**config.mk**
```make
export PLATFORM = sky130hd
export DESIGN_NAME = req_arbiter_8_v
export DESIGN_NICKNAME = d
export VERILOG_FILES = /design/src/rtl/req_arbiter_8_v.sv
export SDC_FILE = /design/constraint.sdc
export NUM_CORES = 1
export LEC_CHECK = 0
export ABC_AREA = 1
export BUFFER_PORTS_ARGS = -buffer_cell sky130_fd_sc_hd__buf_2
export CORE_MARGIN = 4
export CORE_UTILIZATION = 30
export CTS_BUF_LIST = sky130_fd_sc_hd__clkbuf_8
export DETAILED_ROUTE_END_ITERATION = 16
export REMOVE_ABC_BUFFERS = 1
export SLEW_MARGIN = 20
export SYNTH_ARGS = -nofsm -noshare
export SYNTH_HDL_FRONTEND = slang
export SYNTH_SLANG_ARGS = --single-unit
export TNS_END_PERCENT = 50
```
**constraint.sdc**
```tcl
create_clock -name i_clk -period 9.8 [get_ports i_clk]
set_clock_uncertainty 0.15 [all_clocks]
set_input_delay 1.96 -clock i_clk [delete_from_list [all_inputs] [get_ports i_clk]]
set_output_delay 1.96 -clock i_clk [all_outputs]
set_load 0.02 [all_outputs]
```
**src/rtl/req_arbiter_8_v.sv**
```systemverilog
// Eight-way request arbiter: fixed-priority or round-robin selection, registered
// one-hot grant held until the owner releases, withdraws, or the hold timer expires.
module req_arbiter_8_v #(
    parameter int TIMEOUT = 16
) (
    input  logic       i_clk,
    input  logic       i_rst,
    input  logic [7:0] i_req,
    input  logic       i_mode,
    input  logic       i_done,
    output logic [7:0] o_gnt,
    output logic [2:0] o_gnt_idx,
    output logic       o_valid,
    output logic       o_timeout
);

    localparam logic       TO_EN   = (TIMEOUT != 0);
    localparam logic [7:0] TO_LAST = TO_EN ? 8'(TIMEOUT - 1) : 8'd0;

    typedef enum logic {IDLE, GRANT} state_t;

    state_t     state_q;
    logic [7:0] gnt_q;
    logic [2:0] idx_q;
    logic       valid_q;
    logic       timeout_q;
    logic [2:0] ptr_q;
    logic [7:0] cnt_q;

    logic [7:0] req_rot_d;
    logic [2:0] fix_win_d;
    logic [2:0] rot_win_d;
    logic [2:0] win_d;
    logic       rel_wd_d;
    logic       rel_to_d;
    logic       release_d;

    function automatic logic [2:0] lowest_set(input logic [7:0] v);
        logic [2:0] r;
        r = 3'd0;
        for (int i = 7; i >= 0; i--) begin
            if (v[i]) r = 3'(i);
        end
        return r;
    endfunction

    // Rotating the request vector so the pointer sits at bit 0 turns the
    // wrap-around search into a plain lowest-bit search.
    always_comb begin
        req_rot_d = 8'd0;
        for (int i = 0; i < 8; i++) begin
            req_rot_d[i] = i_req[3'(i) + ptr_q];
        end
        fix_win_d = lowest_set(i_req);
        rot_win_d = lowest_set(req_rot_d) + ptr_q;
        win_d     = i_mode ? rot_win_d : fix_win_d;
        rel_wd_d  = !i_req[idx_q];
        rel_to_d  = TO_EN && (cnt_q == TO_LAST);
        release_d = i_done || rel_wd_d || rel_to_d;
    end

    always_ff @(posedge i_clk) begin
        if (i_rst) begin
            state_q   <= IDLE;
            gnt_q     <= 8'd0;
            idx_q     <= 3'd0;
            valid_q   <= 1'b0;
            timeout_q <= 1'b0;
            ptr_q     <= 3'd0;
            cnt_q     <= 8'd0;
        end else begin
            timeout_q <= 1'b0;
            case (state_q)
                IDLE: begin
                    if (|i_req) begin
                        state_q <= GRANT;
                        gnt_q   <= 8'd1 << win_d;
                        idx_q   <= win_d;
                        valid_q <= 1'b1;
                        cnt_q   <= 8'd0;
                    end
                end
                GRANT: begin
                    if (release_d) begin
                        state_q   <= IDLE;
                        gnt_q     <= 8'd0;
                        idx_q     <= 3'd0;
                        valid_q   <= 1'b0;
                        cnt_q     <= 8'd0;
                        ptr_q     <= idx_q + 3'd1;
                        // Only a pure timer expiry counts as a forced revoke.
                        timeout_q <= rel_to_d && !i_done && !rel_wd_d;
                    end else if (cnt_q != 8'hFF) begin
                        cnt_q <= cnt_q + 8'd1;
                    end
                end
                default: state_q <= IDLE;
            endcase
        end
    end

    assign o_gnt     = gnt_q;
    assign o_gnt_idx = idx_q;
    assign o_valid   = valid_q;
    assign o_timeout = timeout_q;

endmodule

```
==> flow_summary.toml, run 1 <==
[route]
first_pass_iters = 4
drt-total-wl_um = 4630
drc_errors = 0
ant_nets = 0
wire_per_inst_um = 11.8
drt_iter0_markers = 76
vias = 1900
vias_per_cell = 4.86

[pwr]
powerDensity_nw_per_um2 = 145
p_leak_nw = 1.04
peakVddDrop_uv = 74.5

[final_layout]
drive_gt1_share_pct = 16.5
antenna_cells = 0
nets = 335
final_area_um2 = 2120
postLayoutCoreUtil_pct = 35.0
final_cells = 391
area_delta_synth_final_pct = 10.9

[placement]
placed_area_um2 = 2070
place_inst = 387
gp_congestion = 0.825
port_buffers = 24
hpwl_um = 3610

[timing]
maxSlewHeadroom_pct = 64.7
rsz0062_at_grt = "false"
timing.final.crit_period_ns = 4.43
timing.setup.tns_ns = 0
period_share_pct = 45.2
hold_viol_final = 0
setup_violations = 0
worst_pin_slew_ns = 0.529
timing.fmax_mhz = 226
drv_slew = 0

[yosys]
ys_dominant_reg_cell = "dfxtp_1"
netlist_instances = 295
netlist_top_cells_area = "dfxtp_1, nand2_1, nand3_1, inv_1, xor2_1"
synth.most_common_cell = "nand2_1"
yosysSeqAreaShare_pct = 26.2
yosysUniqueCellTypes = 37
yosys.area.top_type_share_pct = 26.2
synth.avg_cell_area_um2 = 6.47
syn-cell-area_um2 = 1910
synth.top_cells.by_count = "nand2_1, nand3_1, dfxtp_1"
ys_ff_latch = 25
yosys_warnings = 0
synth_edf_count = 0
yosys.area.top_type = "dfxtp_1"
ys_async_sr_fraction_pct = 0

[critical_path]
worstSetupPathType = "in -> reg"
cp_max_fo = 4
endpoint_kind = "flip-flop"
r2r_end = "o_gnt[3]"
cp-start-kind = "input pin"
worstSetupStartpoint = "i_req[1]"
r2r_cells = 18
arrival_ns = 4.50
required_ns = 9.87
r2r-start = "ptr_q[0]"
r2r_slack_ns = 6.08

[hold_path]
hold-path-endpoint = "cnt_q[7]"
hp-class = "reg -> reg"
hold_depth = 2
hold_start = "cnt_q[7]"

[die]
die_h_um = 87.8
boundaryPins = 25
coreArea_um2 = 6060
row_count = 28
start_util_pct = 31.5
fp.dieW_um = 87.8
die-area_um2 = 7700

[clocking]
cts_setup_buffers = 0
cts_hold_buf = 0
clk_latency_ns = 0.27
cts_sinks = 25
cts_resized = 0
clk_root_buffer_cell = "clkbuf_8"
clkTransAtPathRegs_ns = 0.09
htree_num_levels = 1
clock_path_buffers = 2
cts_made_buffers = 3
cts_tree = "built"

[global_route]
grt-ovfl-total = 0
grt_pass1_vias = 1770
antenna_found_initial = 0
grt_max_degree = 18
grt_usage_pct = 12.5
grt_pass1_wl_um = 7870

[status]
outcome = "complete, no violations"

[run]
maxCapViolCount = 0
[kinds of logic after synthesis]
kind of cell	count (synthesis)	synth area share, %
AOI/OAI and AO/OA	29	9.11
xor gates and xnor gates	11	5.05
adders and majority gates	6	4.33
buffers and inverters	37	8.78
DFF	25	26.2
and+or+nand+nor	187	46.5
[cell usage in the layout, fill, tap and decap left out]
cell,instances
nand4_2,1
a211oi_1,1
nand3_2,3
nand3_1,54
nand2_1,90
or2_1,1
fa_1,1
a21oi_1,13
xnor2_1,2
inv_2,5
o21bai_1,1
ha_1,5
nor3_1,3
nor2_4,1
nor3_2,1
o21ai_4,1
nor4_1,1
nand2_4,2
nand2_2,6
o21ai_0,6
o211ai_1,4
xor2_1,9
a21boi_0,1
nor2_1,15
inv_6,1
nor2_2,3
nand4_1,3
inv_1,25
dfxtp_1,25
buf_2,24
nand4_4,1
clkbuf_8,3
and3_1,1
o21ai_1,2
nand3b_1,1
[area by class of cell]
class / count / area, um2
inverter: 30 / 118
clock buffer: 3 / 41.3
clock inverter: 1 / 3.75
multi-input combinational: 233 / 1240
timing repair buffer: 24 / 120
fill: 685 / 3940
sequential: 25 / 500
tap: 75 / 93.8
[state kept, by name, indices dropped and copies added, names as in the netlist]
| signal | count |
|---|---|
| o_gnt | 8 |
| o_gnt_idx | 3 |
| o_valid | 1 |
| cnt_q | 8 |
| ptr_q | 3 |
| state_q | 1 |
| o_timeout | 1 |
[stage by stage]
stage / hold WS [ns] / total power [mW] / setup WS, ns
floorplan: 0.289 / 0.215 / 5.60
global placement: 0.307 / 0.248 / 5.18
detailed placement: 0.310 / 0.248 / 5.15
CTS: 0.325 / 0.309 / 5.41
global route: 0.347 / 0.330 / 5.11
finish: 0.322 / 0.306 / 5.37
[report_power, final]
group          internal, mW  switching, mW  leakage (nW)
registers             0.109         0.0121         0.203
logic                0.0425         0.0824         0.813
clock network        0.0281         0.0326        0.0269
[per-layer routing]
layer | track usage (%) | up-vias | routed length (um)
met5 | 0 | - | 0
met4 | 4.46 | 0 | 46
met3 | 1.41 | 5 | 119
met2 | 21.4 | 35 | 2200
met1 | 16.2 | 845 | 2260
li1 | - | 1015 | -
[worst max-delay path, cell delays in order]
cell,delay (ns)
buf_2,0.14
nand2_1,0.10
nand3_2,0.09
nand3_1,0.11
nand2_1,0.07
inv_1,0.05
a21oi_1,0.05
o21ai_0,0.14
nand2_1,0.06
a21boi_0,0.21
ha_1,0.19
inv_1,0.05
fa_1,0.44
o21ai_0,0.35
nand2_1,0.16
a21oi_1,0.18
nand3_1,0.10
nand2_1,0.06
[how the worst max path moves through the flow]
stage                     cells after the start        to
final                                        18  o_gnt[3]
after global routing                         18  o_gnt[3]
after CTS                                    18  o_gnt[3]
after detailed placement                     18  o_gnt[3]
after global placement                       18  o_gnt[3]
after floorplan                              17  o_gnt[3]
No activity file was read; power rests on OpenSTA's default activity.
==> run 2: changes to the inputs <==
- clock period: 9.8 -> 4.3 ns (I/O delays scaled with it)
==> run 2 against run 1 <==
Against the previous run:
- sequential cell count stayed put
- worst hold slack better by 0.00095 ns
- clock-buffer cell count stayed put
- via count is 0.79% higher
- non-clock buffer count is 1 higher
- clock power is 130% higher
- critical path type is now reg -> reg
- utilization is 0.12 points higher
- critical endpoint unchanged
- global-route usage is 0.74 points higher
- sequential power is 120% higher
- largest power group unchanged
- wire length is 0.19% higher
- total power is 130% higher
- die area stayed put
==> flow_summary.toml, run 2 (same netlist as run 1, synthesis figures left out) <==
[status]
outcome = "complete, no violations"

[critical_path]
worstSetupStartpoint = "ptr_q[1]"
cp_max_fo = 8
r2r_cells = 18
r2r_slack_ns = 0.65
arrival_ns = 3.72
worstSetupPathType = "reg -> reg"
cp-start-kind = "flip-flop"
r2r-start = "ptr_q[1]"
required_ns = 4.37
endpoint_kind = "flip-flop"
r2r_end = "o_gnt[3]"

[timing]
hold_viol_final = 0
worst_pin_slew_ns = 0.540
timing.final.crit_period_ns = 3.65
period_share_pct = 84.9
drv_slew = 0
timing.fmax_mhz = 274
maxSlewHeadroom_pct = 64.0
setup_violations = 0
holdWs_ns = 0.323
timing.setup.tns_ns = 0
rsz0062_at_grt = "false"

[clocking]
htree_num_levels = 1
cts_hold_buf = 0
cts_made_buffers = 3
cts_sinks = 25
cts_tree = "built"
clk_latency_ns = 0.27
clk_root_buffer_cell = "clkbuf_8"
cts_resized = 0
clock_path_buffers = 2
clkTransAtPathRegs_ns = 0.09
cts_setup_buffers = 0

[die]
start_util_pct = 31.5
row_count = 28
die-area_um2 = 7700
fp.dieW_um = 87.8
die_h_um = 87.8
coreArea_um2 = 6060
boundaryPins = 25

[final_layout]
final_cell_mix = "nand2_1, nand3_1, inv_1, dfxtp_1, buf_2"
seq_area_um2 = 500
antenna_cells = 0
area_delta_synth_final_pct = 11.3
drive_gt1_share_pct = 16.7
multi_input_area_um2 = 1240
nets = 336
nFillCells = 672
layout_commonest_cell = "nand2_1"

[route]
first_pass_iters = 4
ant_nets = 0
wire_per_inst_um = 11.8
drt_iter0_markers = 96
vias_per_cell = 4.89
vias = 1915
drc_errors = 0
drt-total-wl_um = 4640

[global_route]
grt_usage_pct = 13.3
grt_pass1_vias = 1894
grt-ovfl-total = 0
antenna_found_initial = 0
grt_max_degree = 18
grt_pass1_wl_um = 8250

[pwr]
pwr-share-seq_pct = 38.6
switchingPower_uw = 292
combPwrFrac_pct = 41.4
internal-power_uw = 411
powerDensity_nw_per_um2 = 331
peakVddDrop_uv = 146
p_sw_share_pct = 41.6
clkPwrFrac_pct = 19.9
p_total_uw = 703
p_leak_nw = 1.05

[placement]
hpwl_um = 3710
gp_congestion = 0.851
port_buffers = 24

[hold_path]
hold_start = "o_valid"
hold_depth = 2
hp-class = "reg -> reg"
hold-path-endpoint = "o_valid"

[run]
maxCapViolCount = 0
-- run 2: changes by cell type in the layout (fill, tap and decap cells not counted), sizes merged --
cell | previous run | this run
buf | 24 | 25
-- run 2: layout make-up --
type                            count  share of cell area (%)
Multi-Input combinational cell    233                    58.4
Sequential cell                    25                    23.5
Timing Repair Buffer               25                    6.00
Inverter                           30                    5.53
Tap cell                           75                    4.41
Clock buffer                        3                    1.94
Clock inverter                      1                   0.177
-- run 2: critical path: stages, from the launching register on --
cell	delay (ns)
dfxtp_1	0.54
inv_2	0.14
ha_1	0.38
inv_1	0.10
nand3_1	0.12
nand3_1	0.08
nand2_1	0.10
a21oi_1	0.07
o21ai_0	0.14
nand2_1	0.07
a21boi_0	0.16
ha_1	0.17
inv_1	0.05
fa_1	0.44
o21ai_0	0.38
nand2_1	0.16
a21oi_1	0.18
nand3_1	0.09
nand2_1	0.06
-- run 2: per-layer routing --
metal,GRT usage (%),routed length (um),up-vias
met1,17.0,2210,849
met4,4.60,92,0
li1,-,-,1011
met2,22.9,2180,47
met3,1.60,153,8
met5,0,0,-
-- run 2: per-stage QoR --
| step | setup WS, ns | instances | utilization, % | cell area, um2 |
|---|---|---|---|---|
| after CTS | 0.686 | 392 | 35.1 | 2130 |
| after global routing | 0.331 | 392 | 35.1 | 2130 |
| final | 0.649 | 392 | 35.1 | 2130 |
| after global placement | 0.770 | 388 | 34.3 | 2080 |
| after detailed placement | 0.741 | 388 | 34.3 | 2080 |
| after floorplan | 1.11 | 288 | - | 1860 |
-- run 2: power by group through the flow --
stage               clock (mW)  sequential, mW  combinational (mW)
floorplan                    0           0.288               0.202
global placement             0           0.276               0.290
detailed placement           0           0.277               0.291
CTS                      0.148           0.272               0.292
global route             0.155           0.275               0.334
finish                   0.140           0.271               0.291
-- run 2: worst max path at each step --
stage / endpoint / slack [ns] / cells past startpoint
floorplan: o_gnt[3] / 1.11 / 18
global placement: o_gnt[3] / 0.77 / 18
detailed placement: o_gnt[3] / 0.74 / 18
CTS: o_gnt[3] / 0.69 / 18
global route: o_gnt[2] / 0.33 / 18
finish: o_gnt[3] / 0.65 / 18
==> run 3: changes to the inputs <==
- ABC_AREA: 1 -> 0
- clock period: 4.3 -> 3.1 ns (I/O delays scaled with it)
==> run 3 against run 2 <==
Against the previous run:
- the run now ends with setup timing left
- critical path depth shrank 6
- worst setup slack lost 0.98 ns
- via count shrank 5.6%
- final cell count shrank 13%
- first-iteration DRC count shrank 25%
- highest routed layer unchanged
- critical path type unchanged
==> flow_summary.toml, run 3 <==
[pwr]
clkPwrFrac_pct = 17.7
peakVddDrop_uv = 278
internal-power_uw = 750
p_leak_nw = 1.09
pwr-share-seq_pct = 31.1
powerDensity_nw_per_um2 = 443
p_sw_share_pct = 35.2
combPwrFrac_pct = 51.2
switchingPower_uw = 407

[yosys]
synthMuxAreaShare_pct = 25.6
synthSimpleGateAreaFrac_pct = 17.3
yosysUniqueCellTypes = 52
syn-cell-area_um2 = 1880
synth_compound_area_share_pct = 16.8
yosysSeqAreaShare_pct = 26.6
yosys.area.top_type = "dfxtp_1"
synth_top_family_by_area = "multiplexers"
ys_async_sr_fraction_pct = 0
netlist_top_cells_area = "dfxtp_1, mux4_2, mux2i_1, nor2_1, mux2_2"
synth.avg_cell_area_um2 = 9.39
netlist_instances = 200
yosys_warnings = 0
synth.most_common_cell = "dfxtp_1"
synthAdderAreaFrac_pct = 4.40
ys_dominant_reg_cell = "dfxtp_1"
synth_xor_area_share_pct = 3.73
synth_edf_count = 0
synth.top_cells.by_count = "dfxtp_1, nor2_1, nand2_1"
yosys.area.top_type_share_pct = 26.6
ys_ff_latch = 25

[critical_path]
endpoint_kind = "flip-flop"
r2r-start = "ptr_q[0]"
required_ns = 3.12
arrival_ns = 3.45
cp-start-kind = "flip-flop"
worstSetupPathType = "reg -> reg"
r2r_slack_ns = -0.33
worstSetupStartpoint = "ptr_q[0]"
cp_max_fo = 7

[timing]
timing.setup.tns_ns = -2.62
holdWs_ns = 0.315
maxSlewHeadroom_pct = 50.0
timing.fmax_mhz = 292
timing.final.crit_period_ns = 3.43
worst_pin_slew_ns = 0.746
rsz0062_at_grt = "true"
hold_viol_final = 0
setup_violations = 10
period_share_pct = 111
worst_slack_ns = -0.330
drv_slew = 0

[hold_path]
hp-class = "reg -> reg"
hold_start = "o_gnt[0]"

[global_route]
grt_pass1_vias = 1801
grt-ovfl-total = 0
grt_pass1_wl_um = 8630
antenna_found_initial = 0
grt_max_degree = 16
grt_usage_pct = 14.3

[die]
start_util_pct = 31.3
die-area_um2 = 7590
coreArea_um2 = 5990
fp.dieW_um = 87.1
boundaryPins = 25
die_h_um = 87.1
row_count = 28

[clocking]
cts_sinks = 25
cts_tree = "built"
cts_made_buffers = 3
clkTransAtPathRegs_ns = 0.09
clk_root_buffer_cell = "clkbuf_8"
htree_num_levels = 1
clk_latency_ns = 0.28
clock_path_buffers = 2

[route]
drc_errors = 0
wire_per_inst_um = 15.2
vias = 1808
drt-total-wl_um = 5220
drt_iter0_markers = 72
vias_per_cell = 5.27
ant_nets = 0
first_pass_iters = 4

[placement]
gp_congestion = 0.931
place_inst = 326
hpwl_um = 3590
port_buffers = 24

[status]
violations = "setup timing"
outcome = "finished, violations left"

[final_layout]
area_delta_synth_final_pct = 39.0
postLayoutCoreUtil_pct = 43.6
final_cell_mix = "buf_4, buf_2, dfxtp_1"
nets = 287
nFillCells = 566
final_cells = 343
antenna_cells = 0
layout_commonest_cell = "buf_4"
drive_gt1_share_pct = 48.9

[run]
maxCapViolCount = 0
==> run 3: cell types whose count changed after synthesis, sizes merged, moves of 4 or more <==
cell	before	now
nand2	98	13
mux4	0	12
mux2i	0	11
inv	30	11
a21oi	13	9
clkbuf	2	8
and3	1	5
o21ai	9	4
nand3	57	4
o2bb2ai	0	4
mux2	0	8
==> run 3: metal layers <==
| metal | vias to the layer above | GRT usage (%) | wire [um] |
|---|---|---|---|
| met5 | - | 0 | 0 |
| li1 | 879 | - | - |
| met2 | 46 | 22.5 | 2460 |
| met1 | 865 | 18.9 | 2410 |
| met3 | 18 | 2.18 | 188 |
| met4 | 0 | 7.67 | 162 |
==> run 3: through the flow <==
stage          area (um2)  total power [mW]  setup slack [ns]
6_report             2610              1.16            -0.330
5_1_grt              2610              1.23            -0.443
4_1_cts              2570              1.13            -0.266
3_5_place_dp         2340             0.830            -0.664
3_3_place_gp         2340             0.829            -0.621
2_1_floorplan        1820             0.636            -0.881
==> run 3: layout make-up <==
type | count | area [um2] | area share [%]
clock buffers | 3 | 41.3 | 1.58
clock inverters | 1 | 7.51 | 0.288
multi-input cells | 152 | 1400 | 53.6
repair buffers | 76 | 523 | 20.0
flip-flops and latches | 25 | 504 | 19.3
well taps | 75 | 93.8 | 3.60
inverters | 11 | 41.3 | 1.58
==> run 3: cell families (layout without fill, tap and decap cells) <==
| kind of cell | Yosys count | count (layout) |
|---|---|---|
| simple gates | 66 | 66 |
| compound gates | 40 | 41 |
| mux | 31 | 31 |
| flops | 25 | 25 |
| buf+inv | 24 | 91 |
| xor+xnor | 8 | 8 |
| fa+ha+maj | 6 | 6 |
==> run 3: timing repair <==
item | 4_1_cts | 5_1_grt
cloned | 1 | 0
hold buffers | 0 | 0
buffers inserted | 13 | 1
gates resized for setup | 29 | 11
endpoints found under the setup margin | 10 | 10
pin swaps | 14 | 12
==> run 3: worst max-delay path: stages, from the launching register on <==
cell	delay, ns
dfxtp_2	0.37
buf_12	0.13
mux4_2	0.51
nor2b_2	0.18
o211ai_1	0.14
a21o_1	0.21
a221oi_2	0.24
ha_2	0.22
inv_2	0.04
fa_2	0.61
mux2_4	0.20
nor2_4	0.05
a32o_1	0.27
==> run 3: worst paths after layout <==
| check | cells after the start | end |
|---|---|---|
| hold / removal | 1 | o_gnt[0] |
| setup / recovery | 12 | o_gnt[6] |
| hold reg to reg | 1 | o_gnt[0] |
| setup reg to reg | 12 | o_gnt[6] |
==> run 3: power groups by stage <==
stage | Sequential [mW] | Clock, mW | Combinational (mW)
2_1_floorplan | 0.390 | 0 | 0.246
3_3_place_gp | 0.366 | 0 | 0.463
3_5_place_dp | 0.365 | 0 | 0.465
4_1_cts | 0.360 | 0.211 | 0.556
5_1_grt | 0.363 | 0.222 | 0.640
6_report | 0.360 | 0.205 | 0.592
